**src/rtl/mem_ctrl_pkg.sv**
```systemverilog
// Shared opcodes, reply bytes and FSM encoding for the debug memory-access sequencer.
// Reply payloads are left-aligned in a 48-bit word and the first byte is sent first.
package mem_ctrl_pkg;

  localparam int RSP_W = 42;
  localparam int REPLY_W = 48;

  localparam logic [1:0] OP_READ  = 2'b00;
  localparam logic [1:0] OP_WRITE = 2'b01;
  localparam logic [1:0] OP_HALT  = 2'b10;
  localparam logic [1:0] OP_RUN   = 2'b11;

  localparam logic [7:0] ACK = 8'hAA;
  localparam logic [7:0] ERR = 8'hEE;

  typedef enum logic [2:0] {
    ST_IDLE,
    ST_ADDR,
    ST_DATA,
    ST_HALT,
    ST_REQ,
    ST_WAIT_RSP,
    ST_TX
  } state_t;

  function automatic logic [REPLY_W-1:0] single_byte(input logic [7:0] b);
    return {b, 40'h0};
  endfunction

endpackage

```
**src/rtl/tx_byte_serializer.sv**
```systemverilog
// Loads up to 6 left-aligned bytes and sends them MSB first over a valid/ready byte port.
// The first byte is valid the cycle after i_load; a byte is held until accepted, with no skips.
module tx_byte_serializer (
  input  logic        i_clk,
  input  logic        i_rst,
  input  logic        i_load,
  input  logic [47:0] i_bytes,
  input  logic [2:0]  i_count,
  input  logic        i_tx_ready,
  output logic [7:0]  o_tx_data,
  output logic        o_tx_valid,
  output logic        o_done
);

  logic [39:0] r_rest;
  logic [2:0]  r_left;
  logic        w_accept;

  assign w_accept = o_tx_valid & i_tx_ready;
  // o_done marks the handshake of the final byte, so the owner can leave its TX state.
  assign o_done   = w_accept & (r_left == 3'd1);

  always_ff @(posedge i_clk or posedge i_rst) begin
    if (i_rst) begin
      o_tx_data  <= 8'h00;
      o_tx_valid <= 1'b0;
      r_rest     <= '0;
      r_left     <= '0;
    end else if (i_load) begin
      o_tx_data  <= i_bytes[47:40];
      r_rest     <= i_bytes[39:0];
      r_left     <= i_count;
      o_tx_valid <= (i_count != 3'd0);
    end else if (w_accept) begin
      r_left <= r_left - 3'd1;
      if (r_left == 3'd1) begin
        o_tx_valid <= 1'b0;
      end else begin
        o_tx_data <= r_rest[39:32];
        r_rest    <= {r_rest[31:0], 8'h00};
      end
    end
  end

endmodule

```
**src/rtl/mem_access_controller.sv**
```systemverilog
// UART command sequencer. It parses frames, halts the core, issues one memory request and replies.
// The response is expected one cycle after the request; replies stall on tx_ready and rx bytes drop while busy.
module mem_access_controller
  import mem_ctrl_pkg::*;
#(
  parameter int RSP_TIMEOUT  = 15,
  parameter int BYTE_TIMEOUT = 50000,
  parameter bit RUN_ON_RESET = 1'b1
) (
  input  logic             clk,
  input  logic             reset,
  input  logic [7:0]       rx_data,
  input  logic             rx_valid,
  output logic [7:0]       tx_data,
  output logic             tx_valid,
  input  logic             tx_ready,
  output logic             enable,
  output logic             write_mem_req,
  output logic             target_mem_type,
  output logic [8:0]       target_addr,
  output logic             rw_flag,
  output logic [31:0]      wdata,
  input  logic [RSP_W-1:0] instr_rsp,
  input  logic             instr_rdy,
  input  logic [RSP_W-1:0] data_rsp,
  input  logic             data_rdy,
  output logic             busy,
  output logic             rx_drop
);

  localparam int RT_W = $clog2(RSP_TIMEOUT + 1);
  localparam int BT_W = $clog2(BYTE_TIMEOUT + 1);

  state_t             r_state;
  logic               r_run_state;
  logic               r_addr_hi;
  logic [1:0]         r_byte_cnt;
  logic [BT_W-1:0]    r_byte_tmr;
  logic [RT_W-1:0]    r_rsp_tmr;
  logic               r_ld;
  logic [REPLY_W-1:0] r_ld_bytes;
  logic [2:0]         r_ld_cnt;

  logic               w_done;
  logic               w_sel_rdy;
  logic [RSP_W-1:0]   w_sel_rsp;
  logic [1:0]         w_op;
  logic               w_drop_state;

  assign w_op         = rx_data[7:6];
  // Only the addressed memory may complete a read; the other strobe is ignored.
  assign w_sel_rdy    = target_mem_type ? instr_rdy : data_rdy;
  assign w_sel_rsp    = target_mem_type ? instr_rsp : data_rsp;
  assign w_drop_state = (r_state == ST_HALT) || (r_state == ST_REQ) ||
                        (r_state == ST_WAIT_RSP) || (r_state == ST_TX);
  assign busy         = (r_state != ST_IDLE);

  always_ff @(posedge clk or posedge reset) begin
    if (reset) begin
      r_state         <= ST_IDLE;
      r_run_state     <= RUN_ON_RESET;
      enable          <= RUN_ON_RESET;
      write_mem_req   <= 1'b0;
      target_mem_type <= 1'b0;
      target_addr     <= '0;
      rw_flag         <= 1'b0;
      wdata           <= '0;
      rx_drop         <= 1'b0;
      r_addr_hi       <= 1'b0;
      r_byte_cnt      <= '0;
      r_byte_tmr      <= '0;
      r_rsp_tmr       <= '0;
      r_ld            <= 1'b0;
      r_ld_bytes      <= '0;
      r_ld_cnt        <= '0;
    end else begin
      r_ld          <= 1'b0;
      write_mem_req <= 1'b0;
      rx_drop       <= rx_valid & w_drop_state;

      case (r_state)
        ST_IDLE: begin
          if (rx_valid) begin
            case (w_op)
              OP_HALT: begin
                r_run_state <= 1'b0;
                enable      <= 1'b0;
                r_ld_bytes  <= single_byte(ACK);
                r_ld_cnt    <= 3'd1;
                r_ld        <= 1'b1;
                r_state     <= ST_TX;
              end
              OP_RUN: begin
                r_run_state <= 1'b1;
                enable      <= 1'b1;
                r_ld_bytes  <= single_byte(ACK);
                r_ld_cnt    <= 3'd1;
                r_ld        <= 1'b1;
                r_state     <= ST_TX;
              end
              default: begin
                rw_flag         <= (w_op == OP_WRITE);
                target_mem_type <= rx_data[5];
                r_addr_hi       <= rx_data[0];
                r_byte_tmr      <= '0;
                r_state         <= ST_ADDR;
              end
            endcase
          end
        end

        ST_ADDR: begin
          if (rx_valid) begin
            r_byte_tmr  <= '0;
            target_addr <= {r_addr_hi, rx_data};
            if (rw_flag) begin
              r_byte_cnt <= '0;
              r_state    <= ST_DATA;
            end else begin
              enable  <= 1'b0;
              r_state <= ST_HALT;
            end
          end else if (r_byte_tmr == BT_W'(BYTE_TIMEOUT - 1)) begin
            r_state <= ST_IDLE;
          end else begin
            r_byte_tmr <= r_byte_tmr + 1'b1;
          end
        end

        ST_DATA: begin
          if (rx_valid) begin
            r_byte_tmr <= '0;
            wdata      <= {wdata[23:0], rx_data};
            r_byte_cnt <= r_byte_cnt + 2'd1;
            if (r_byte_cnt == 2'd3) begin
              enable  <= 1'b0;
              r_state <= ST_HALT;
            end
          end else if (r_byte_tmr == BT_W'(BYTE_TIMEOUT - 1)) begin
            r_state <= ST_IDLE;
          end else begin
            r_byte_tmr <= r_byte_tmr + 1'b1;
          end
        end

        // enable is already low here, so the memory honours the request issued next cycle.
        ST_HALT: begin
          write_mem_req <= 1'b1;
          r_state       <= ST_REQ;
        end

        ST_REQ: begin
          if (rw_flag) begin
            r_ld_bytes <= single_byte(ACK);
            r_ld_cnt   <= 3'd1;
            r_ld       <= 1'b1;
            r_state    <= ST_TX;
          end else begin
            r_rsp_tmr <= '0;
            r_state   <= ST_WAIT_RSP;
          end
        end

        ST_WAIT_RSP: begin
          if (w_sel_rdy) begin
            r_ld_bytes <= {6'b0, w_sel_rsp};
            r_ld_cnt   <= 3'd6;
            r_ld       <= 1'b1;
            r_state    <= ST_TX;
          end else if (r_rsp_tmr == RT_W'(RSP_TIMEOUT - 1)) begin
            r_ld_bytes <= single_byte(ERR);
            r_ld_cnt   <= 3'd1;
            r_ld       <= 1'b1;
            r_state    <= ST_TX;
          end else begin
            r_rsp_tmr <= r_rsp_tmr + 1'b1;
          end
        end

        ST_TX: begin
          if (w_done) begin
            enable  <= r_run_state;
            r_state <= ST_IDLE;
          end
        end

        default: r_state <= ST_IDLE;
      endcase
    end
  end

  tx_byte_serializer u_tx (
    .i_clk      (clk),
    .i_rst      (reset),
    .i_load     (r_ld),
    .i_bytes    (r_ld_bytes),
    .i_count    (r_ld_cnt),
    .i_tx_ready (tx_ready),
    .o_tx_data  (tx_data),
    .o_tx_valid (tx_valid),
    .o_done     (w_done)
  );

endmodule

```
**config.mk**
```make
export PLATFORM = sky130hd
export DESIGN_NAME = mem_access_controller
export DESIGN_NICKNAME = d
export VERILOG_FILES = /design/src/rtl/mem_ctrl_pkg.sv /design/src/rtl/tx_byte_serializer.sv /design/src/rtl/mem_access_controller.sv
export SDC_FILE = /design/constraint.sdc
export NUM_CORES = 1
export LEC_CHECK = 0
export CORE_MARGIN = 2
export CORE_UTILIZATION = 47
export DETAILED_ROUTE_END_ITERATION = 10
export GPL_ROUTABILITY_DRIVEN = 0
export GPL_TIMING_DRIVEN = 0
export HOLD_SLACK_MARGIN = 0.06
export PLACE_DENSITY = 0.76
export SLEW_MARGIN = 5
export SYNTH_ARGS = -nofsm -noshare
export SYNTH_HDL_FRONTEND = slang
export SYNTH_SLANG_ARGS = --single-unit
```
**constraint.sdc**
```tcl
create_clock -name clk -period 5.2 [get_ports clk]
set_input_delay 0.52 -clock clk [delete_from_list [all_inputs] [get_ports clk]]
set_output_delay 0.52 -clock clk [all_outputs]
set_load 0.01 [all_outputs]
```
Word-level counts from Yosys, hierarchy flattened
Cells that the tools add are included.
{"block": "totals", "register_bits": 177, "output_inout_bits": 56, "in_bits": 98, "wordCells": 152}
{"block": "op_classes", "n_reduce_logical": 28, "n_mux": 65, "addsub": 4, "n_eq_ne": 31, "bitwise_logic": 4}
{"operator": "48-bit 2-to-1 mux", "count": 5}
{"operator": "48-bit case mux with 3 select lines", "count": 1}
{"operator": "40-bit 2-to-1 mux", "count": 3}
{"operator": "16-bit 2-to-1 mux", "count": 4}
{"operator": "3-bit 2-to-1 mux", "count": 16}
{"operator": "42-bit 2-to-1 mux", "count": 1}
{"operator": "16-bit case mux with 2 select lines", "count": 1}
{"operator": "2-bit inequality test, second input constant", "count": 13}
{"operator": "8-bit 2-to-1 mux", "count": 3}
{"operator": "3-bit case mux with 7 select lines", "count": 1}
{"operator": "1-bit 2-to-1 mux", "count": 17}
{"operator": "16-bit by 1-bit adder with 16-bit output, second input constant", "count": 1}
{"operator": "16-bit equality test, second input constant", "count": 1}
{"operator": "4-bit AND reduction", "count": 4}
{"operator": "4-bit 2-to-1 mux", "count": 3}
{"operator": "2-bit nonzero test", "count": 6}
{"operator": "3-bit equality test, second input constant", "count": 3}
{"operator": "3-bit case mux with 3 select lines", "count": 1}
{"operator": "3-bit nonzero test", "count": 3}
{"operator": "2-bit 2-to-1 mux", "count": 4}
{"operator": "4-bit case mux with 2 select lines", "count": 1}
{"operator": "2-bit AND reduction", "count": 4}
{"operator": "8-bit AND reduction", "count": 1}
{"operator": "2-bit equality test, second input constant", "count": 3}
{"operator": "23 further kinds", "count": 32}

Logic depth before layout (Yosys ltp)
Gate-level depths: netlist of the first run.
{"block": "depth", "ltp_word": 5, "mapped_depth": 9, "ltp_nobuf": 7}

By module
A second synthesis of the first run with hierarchy kept.
{"block": "unflattened", "hier_cells": 625, "area_unflattened_um2": 8279.2}
{"module": "mem_access_controller", "seq_area_each_um2": 2980.4, "cells_each": 452, "n_inst": 1, "area_each_um2": 5596.6}
{"module": "tx_byte_serializer", "seq_area_each_um2": 1301.2, "cells_each": 173, "n_inst": 1, "area_each_um2": 2682.6}

Worst setup path before layout of the first run
OpenSTA, ideal clock, no wires.
{"block": "synth_path", "path_kind": "input port to flip-flop", "from": "in rx_valid", "to": "reg enable", "path_slack_ns": 3.313, "arrival_time_ns": 1.802, "path_stages": 4, "setup_ns": 0.085, "required_time_ns": 5.115, "path_buffers": 1, "cell_sequence": "clkbuf_1 or4b_1 a221oi_1 mux2_1"}
{"block": "synth_via", "elab_chain_cells": 2, "word_cells_on_any_way": 4, "cone_classes": "eq/ne (3); reduce/logical (1)"}
{"element": "from (decl)", "line_no": "mem_access_controller.sv:13", "text": "input logic rx_valid,"}
{"element": "2-bit inequality test (no line)"}
{"element": "8-bit AND reduction (no line) *"}
{"element": "to (signal assigned)", "line_no": "mem_access_controller.sv:182", "text": "enable <= r_run_state;"}
{"element": "to (decl)", "line_no": "mem_access_controller.sv:17", "text": "output logic enable,"}
Mark *: on every way between the ends. The rest lies on a longest branch, timed or not.
A chain may end at the register's enable or synchronous reset.

Worst setup path after layout of the first run
{"block": "layout_path", "from": "reg r_state[2]", "to": "out busy"}
{"block": "layout_via", "elab_chain_cells": 1}
{"element": "from (decl)", "line_no": "mem_access_controller.sv:34", "text": "state_t r_state;"}
{"element": "from (signal assigned)", "line_no": "mem_access_controller.sv:60", "text": "r_state <= ST_IDLE;"}
{"element": "from (signal assigned)", "line_no": "mem_access_controller.sv:91", "text": "r_state <= ST_TX;"}
{"element": "from (signal assigned)", "line_no": "mem_access_controller.sv:99", "text": "r_state <= ST_TX;"}
{"element": "3-bit nonzero test", "line_no": "mem_access_controller.sv:56", "text": "assign busy = (r_state != ST_IDLE);"}
{"element": "to (decl)", "line_no": "mem_access_controller.sv:27", "text": "output logic busy,"}
No other way between the ends.

==> results.tsv, run 1 <==
metric	value	unit
switching_share	0.349	
dieHeight	134	um
ys_warn_count	0	
dp_hpwl	12800	um
num_antenna_cells	0	
period_share	0.528	
synth_cell_type_count	65	
async_reset_ff_frac	1.00	
pwr-share-seq	0.393	
arrival	2.22	ns
num_vias	5873	
area_growth	30.2	%
ir_drop	0.292	mV
clock_power_share	0.220	
cts_resized	0	
outcome	finished clean	
drc	0	
setup_viol	0	
cts_max_level	4	
tritoncts.num_buffers	17	
io_buffer_count	152	
rsz0062_at_grt	false	
yosysTopAreaCell	dfrtp_1	
post_dp_cell_area	0.00976	mm2
synth-compound-area-share	0.138	
wire_per_inst	16.2	um
clk_path_buf_depth	2	
synthesis.nets	790	
intPower	3.56	mW
cp_top_family	buffers and inverters	
cts_sinks	171	
grt_pass1_vias	5855	
io_pins	154	
synth_cells	686	
fmax	364	MHz
r2r_end	r_ld_cnt[1]	
die-area	0.0179	mm2
crit_type	flop to primary output	
design_area	0.0103	mm2
antenna_found_initial	0	
cts_tree	yes	
synthSimpleGateAreaFrac	0.104	
synth_top_family_by_area	multiplexers	
p_sw	1.91	mW
worstPathCellList	buf_2, clkbuf_1, or3_1, clkdlybuf4s50_1	
synth_fa_ha_area_frac	0.00947	
ys_seq_area_frac	0.540	
drt_iter0_drc	462	
grt_pass1_wl	29500	um
wl	17700	um
placed_cells	1059	
final_net_count	962	
worst_pin_slew	0.733	ns
postCtsSetupRepairBufs	0	
track_usage	0.208	
clk_latency	0.43	ns
p_leak	4.47	nW
slowest_stage	clkdlybuf4s50_1	
start_util	0.480	
die_w	134	um
drv_slew	0	
r2r_cells	6	
slowest_delay	0.53	ns
start_kind	flop	
synth_top_area_frac	0.534	
path_max_fanout	10	
maxCapViolCount	0	
postLayoutCoreUtil	0.625	
skew	0.0120	ns
synth-main-ff-cell	dfrtp_1	
rows	47	
r2r_start	target_mem_type	
core	0.0165	mm2
dr.pass1.iters	4	
reg2reg_setup_slack	2.99	ns
path_buf_inv	3	
layout-drive-gt1-share	0.134	
synth_xor_xnor_area_share	0.00442	
yosys-top-cells-area	dfrtp_1 53%, mux2i_1 9.9%, mux2_2 6.7%, o2bb2ai_1 4.8%, o21ai_0 3.7%	
period_minus_slack	2.74	ns
crit_path_end_kind	primary output	
combPwrFrac	0.387	
cp.depth	4	
avgSynthCellArea	11.6	um2
min_path_type	input pin to async pin	
syn_area	0.00793	mm2
vias_per_cell	5.38	
grt_max_degree	128	
holdBufCountCts	0	
ys_ff_latch	171	
layout.cells.non_filler	1091	
clockRootBuffer	clkbuf_16	
synth_mux_area_frac	0.167	
powerDensity	530	mW/mm2
relSlewSlack	0.511	
ant_nets	0	
cp.required	4.68	ns
grt_overflow_total	0	
hold_viol_final	0	
clk_pin_slew_worst_paths	0.07	ns
synth_edf_count	0	
placed cells by master (no fill, tap or decap), types with 6 or more instances in the layout:
| cell | n |
|---|---|
| a21oi_1 | 15 |
| a31oi_1 | 10 |
| buf_2 | 13 |
| clkbuf_1 | 24 |
| clkbuf_16 | 17 |
| clkdlybuf4s50_1 | 152 |
| dfrtp_1 | 169 |
| ha_1 | 6 |
| inv_1 | 14 |
| mux2_2 | 47 |
| mux2i_1 | 78 |
| nand2_1 | 78 |
| nand3_1 | 10 |
| nor2_1 | 10 |
| nor2b_1 | 6 |
| o21ai_0 | 59 |
| o2bb2ai_1 | 43 |
| o31ai_1 | 6 |
cell usage after synthesis (all sizes together), types with 10 or more instances:
cell type / count
o2bb2ai: 43
clkbuf: 22
buf: 22
o21ai: 59
nand3: 10
mux2: 48
inv: 16
mux2i: 78
a21oi: 17
dfrtp: 169
nand2: 79
a31oi: 10
nor2: 11
worst reg2reg max path, stage by stage, from the launching register on:
cell and delay (ns):
dfrtp_1 0.35, buf_2 0.32, mux2i_1 0.44, nand2b_1 0.16, buf_2 0.26, clkbuf_1 0.40
o21ai_0 0.15
power by group through the flow:
stage,logic [mW],clock network (mW),registers (mW)
finish,2.12,1.20,2.15
global route,2.33,1.27,2.21
CTS,2.15,1.23,2.15
detailed placement,2.13,0,2.16
global placement,2.08,0,2.15
floorplan,1.28,0,2.16
final cells by class:
| class | instances | area (um2) |
|---|---|---|
| plain buffers | 44 | 231 |
| clock buffers | 21 | 450 |
| clock inverters | 11 | 114 |
| fillers | 1344 | 6200 |
| inverters | 16 | 67.6 |
| multi-input cells | 455 | 3350 |
| flip-flops and latches | 171 | 4280 |
| well taps | 220 | 275 |
| repair buffers | 153 | 1550 |
sequential cells by signal, summed over array words and instances (netlist names):
register / flops
u_tx.r_rest: 40
enable: 1
r_run_state: 1
rx_drop: 1
target_mem_type: 1
u_tx.r_left: 3
r_ld_cnt: 2
u_tx.o_tx_data: 8
r_byte_cnt: 2
rw_flag: 1
wdata: 32
r_rsp_tmr: 4
r_ld_bytes: 43
write_mem_req: 1
target_addr: 9
r_byte_tmr: 16
r_state: 3
u_tx.o_tx_valid: 1
r_addr_hi: 1
r_ld: 1
worst max path at each step:
stage / from / to
floorplan: reset / r_addr_hi
global placement: reset / r_byte_tmr[14]
detailed placement: rx_valid / wdata[1]
CTS: r_state[2] / busy
global route: r_state[2] / busy
finish: r_state[2] / busy
cell families after synthesis:
| group | after synthesis |
|---|---|
| multiplexers | 126 |
| adder cells (fa/ha/maj) | 6 |
| AO/OA/AOI/OAI | 161 |
| AND/OR/NAND/NOR | 158 |
| flip-flops | 171 |
| XOR/XNOR | 4 |
| buffers and inverters | 60 |
routing by layer:
layer	part of all wire	vias up	global-route usage	routed length, um
met4	0.012	0	0.0544	207
met5	0	-	0	0
li1	-	2857	-	-
met2	0.51	153	0.354	8950
met3	0.053	15	0.0590	937
met1	0.43	2848	0.261	7600
per-stage QoR:
stage	power, mW	hold WS, ns	setup TNS (ns)	worst slack [ns]
6_report	5.47	0.470	0	2.46
5_1_grt	5.82	0.485	0	2.34
4_1_cts	5.52	0.472	0	2.46
3_5_place_dp	4.29	0.468	0	2.50
3_3_place_gp	4.24	0.458	-373.13	-2.21
2_1_floorplan	3.44	0.443	0	0.0515
Note: power is estimated with default switching activity, not from simulation.
==> run 2: changes to the inputs <==
Clock period 5.2 ns to 2.2 ns, I/O delays scaled along.
==> run 2 against run 1 <==
  * Via count grew 0.60%
  * Clock skew shrank 0.0038 ns
  * First-iteration DRC count is 37% lower
  * Critical endpoint is now r_ld_bytes[10]
  * Largest power group unchanged
==> results.tsv, run 2 (synthesized netlist as in run 1, its figures left out) <==
metric	value	unit	change
outcome	finished clean		unchanged
slowest_delay	0.38	ns	was 0.53 ns
crit_path_end_kind	flop		was primary output
cp.required	2.50	ns	was 4.68 ns
path_common_cell	buf_2		
p_sw	4.58	mW	was 1.91 mW
num_vias	5908		was 5873
arrival	2.38	ns	was 2.22 ns
die-area	0.0179	mm2	unchanged
cp_top_family	buffers and inverters		unchanged
top_regs	r_ld_bytes x43, u_tx.r_rest x40, wdata x32		unchanged
layout-drive-gt1-share	0.148		was 0.134
io_buffer_count	152		unchanged
postCtsSetupRepairBufs	0		unchanged
num_antenna_cells	0		unchanged
wl	17800	um	was 17700 um
whs	0.194	ns	was 0.470 ns
grt_pass1_vias	5811		was 5855
cts_sinks	171		unchanged
antenna_found_initial	0		unchanged
switching_share	0.349		about the same
start_util	0.480		unchanged
die_w	134	um	unchanged
core	0.0165	mm2	unchanged
relSlewSlack	0.503		was 0.511
powerDensity	1260	mW/mm2	was 530 mW/mm2
crit_type	flop to flop		was flop to primary output
track_usage	0.209		was 0.208
pwr-share-seq	0.389		was 0.393
ir_drop	0.544	mV	was 0.292 mV
drt_iter0_drc	292		was 462
drv_slew	0		unchanged
clockRootBuffer	clkbuf_16		unchanged
start_kind	flop		unchanged
final_net_count	964		was 962
reg2reg_setup_slack	0.12	ns	was 2.99 ns
clk_latency	0.42	ns	was 0.43 ns
worstPathCellList	buf_2, mux2i_2, nand2b_1, buf_2, clkbuf_1, o2bb2ai_1		was buf_2, clkbuf_1, or3_1, clkdlybuf4s50_1
regMostFlops	r_ld_bytes		unchanged
cts_max_level	4		unchanged
min_path_type	input pin to flop		was input pin to async pin
intPower	8.53	mW	was 3.56 mW
vias_per_cell	5.41		was 5.38
power.total	13.1	mW	was 5.47 mW
clk_path_buf_depth	2		unchanged
cts_tree	yes		unchanged
postLayoutCoreUtil	0.630		was 0.625
fmax	481	MHz	
combPwrFrac	0.383		was 0.387
p_leak	4.51	nW	was 4.47 nW
wire_per_inst	16.3	um	was 16.2 um
dr.pass1.iters	5		was 4
maxCapViolCount	0		unchanged
setup_viol	0		unchanged
clk_pin_slew_worst_paths	0.07	ns	about the same
dp_hpwl	13200	um	was 12800 um
worst_pin_slew	0.744	ns	was 0.733 ns
area_growth	31.4	%	was 30.2%
slowest_stage	mux2i_2		was clkdlybuf4s50_1
grt_max_degree	40		was 128
dieHeight	134	um	unchanged
grt_pass1_wl	29600	um	was 29500 um
io_pins	154		unchanged
clock_power_share	0.228		was 0.220
skew	0.00820	ns	was 0.0120 ns
drc	0		unchanged
grt_overflow_total	0		unchanged
tritoncts.num_buffers	17		unchanged
final_cell_mix	169 x dfrtp_1, 151 x clkdlybuf4s50_1, 78 x nand2_1, 77 x mux2i_1, 59 x o21ai_0		was 169 x dfrtp_1, 152 x clkdlybuf4s50_1, 78 x mux2i_1, 78 x nand2_1, 59 x o21ai_0
path_buf_inv	3		unchanged
path_max_fanout	10		unchanged
period_share	0.945		
largest_register_ffs	43		unchanged
final_common_cell	dfrtp_1		unchanged
hold_viol_final	0		unchanged
ant_nets	0		unchanged
period_minus_slack	2.08	ns	
rows	47		unchanged
[run 2: final cells by class]
type | count | area [um2]
clock buffers | 18 | 429
well taps | 220 | 275
inverters | 16 | 63.8
plain buffers | 43 | 235
fillers | 1335 | 6110
flip-flops and latches | 171 | 4280
multi-input cells | 455 | 3360
clock inverters | 14 | 163
repair buffers | 156 | 1600
[run 2: timing repair]
item | 4_1_cts | 5_1_grt
gates cloned | 0 | 0
endpoints found under the setup margin | 7 | 49
hold buffers | 0 | 0
gates resized for setup | 6 | 4
[run 2: metrics by stage]
step	cell area (um2)	cells	TNS, ns	worst slack [ns]
3_5_place_dp	9810	1062	-12.02	-0.209
6_report	10400	1093	0	0.121
2_1_floorplan	7930	686	-33.98	-0.201
3_3_place_gp	9730	1058	-281.94	-1.61
4_1_cts	10400	1093	0	0.0687
5_1_grt	10400	1093	-0.0142	-0.00934
[run 2: final timing paths]
check | start | end | cells after the start
setup reg to reg | target_mem_type | r_ld_bytes[10] | 6
hold / removal | rx_data[7] | wdata[7] | 2
max in group asynchronous | reset | r_ld_bytes[2] | 5
min in group asynchronous | reset | r_byte_tmr[15] | 2
hold reg to reg | r_byte_cnt[1] | r_byte_cnt[1] | 2
setup / recovery | target_mem_type | r_ld_bytes[10] | 6
[run 2: power groups by stage]
stage,sequential [mW],combinational (mW),clock (mW)
after CTS,5.09,5.07,3.04
after floorplan,5.10,3.04,0
after detailed placement,5.12,5.04,0
after global placement,5.09,4.92,0
final,5.10,5.02,2.99
after global routing,5.23,5.52,3.16
[run 2: metal layers]
metal	vias to the layer above	part of all wire	track usage
met2	147	0.51	0.363
met1	2888	0.44	0.262
met5	-	0	0
met4	0	0.015	0.0656
li1	2853	-	-
met3	20	0.040	0.0431
==> run 3: changes to the inputs <==
Settings changed: ABC_CLOCK_PERIOD_IN_PS from default to 2200.
==> results of run 3 <==
The final DEF is identical to that of run 2; final timing and power are the same.
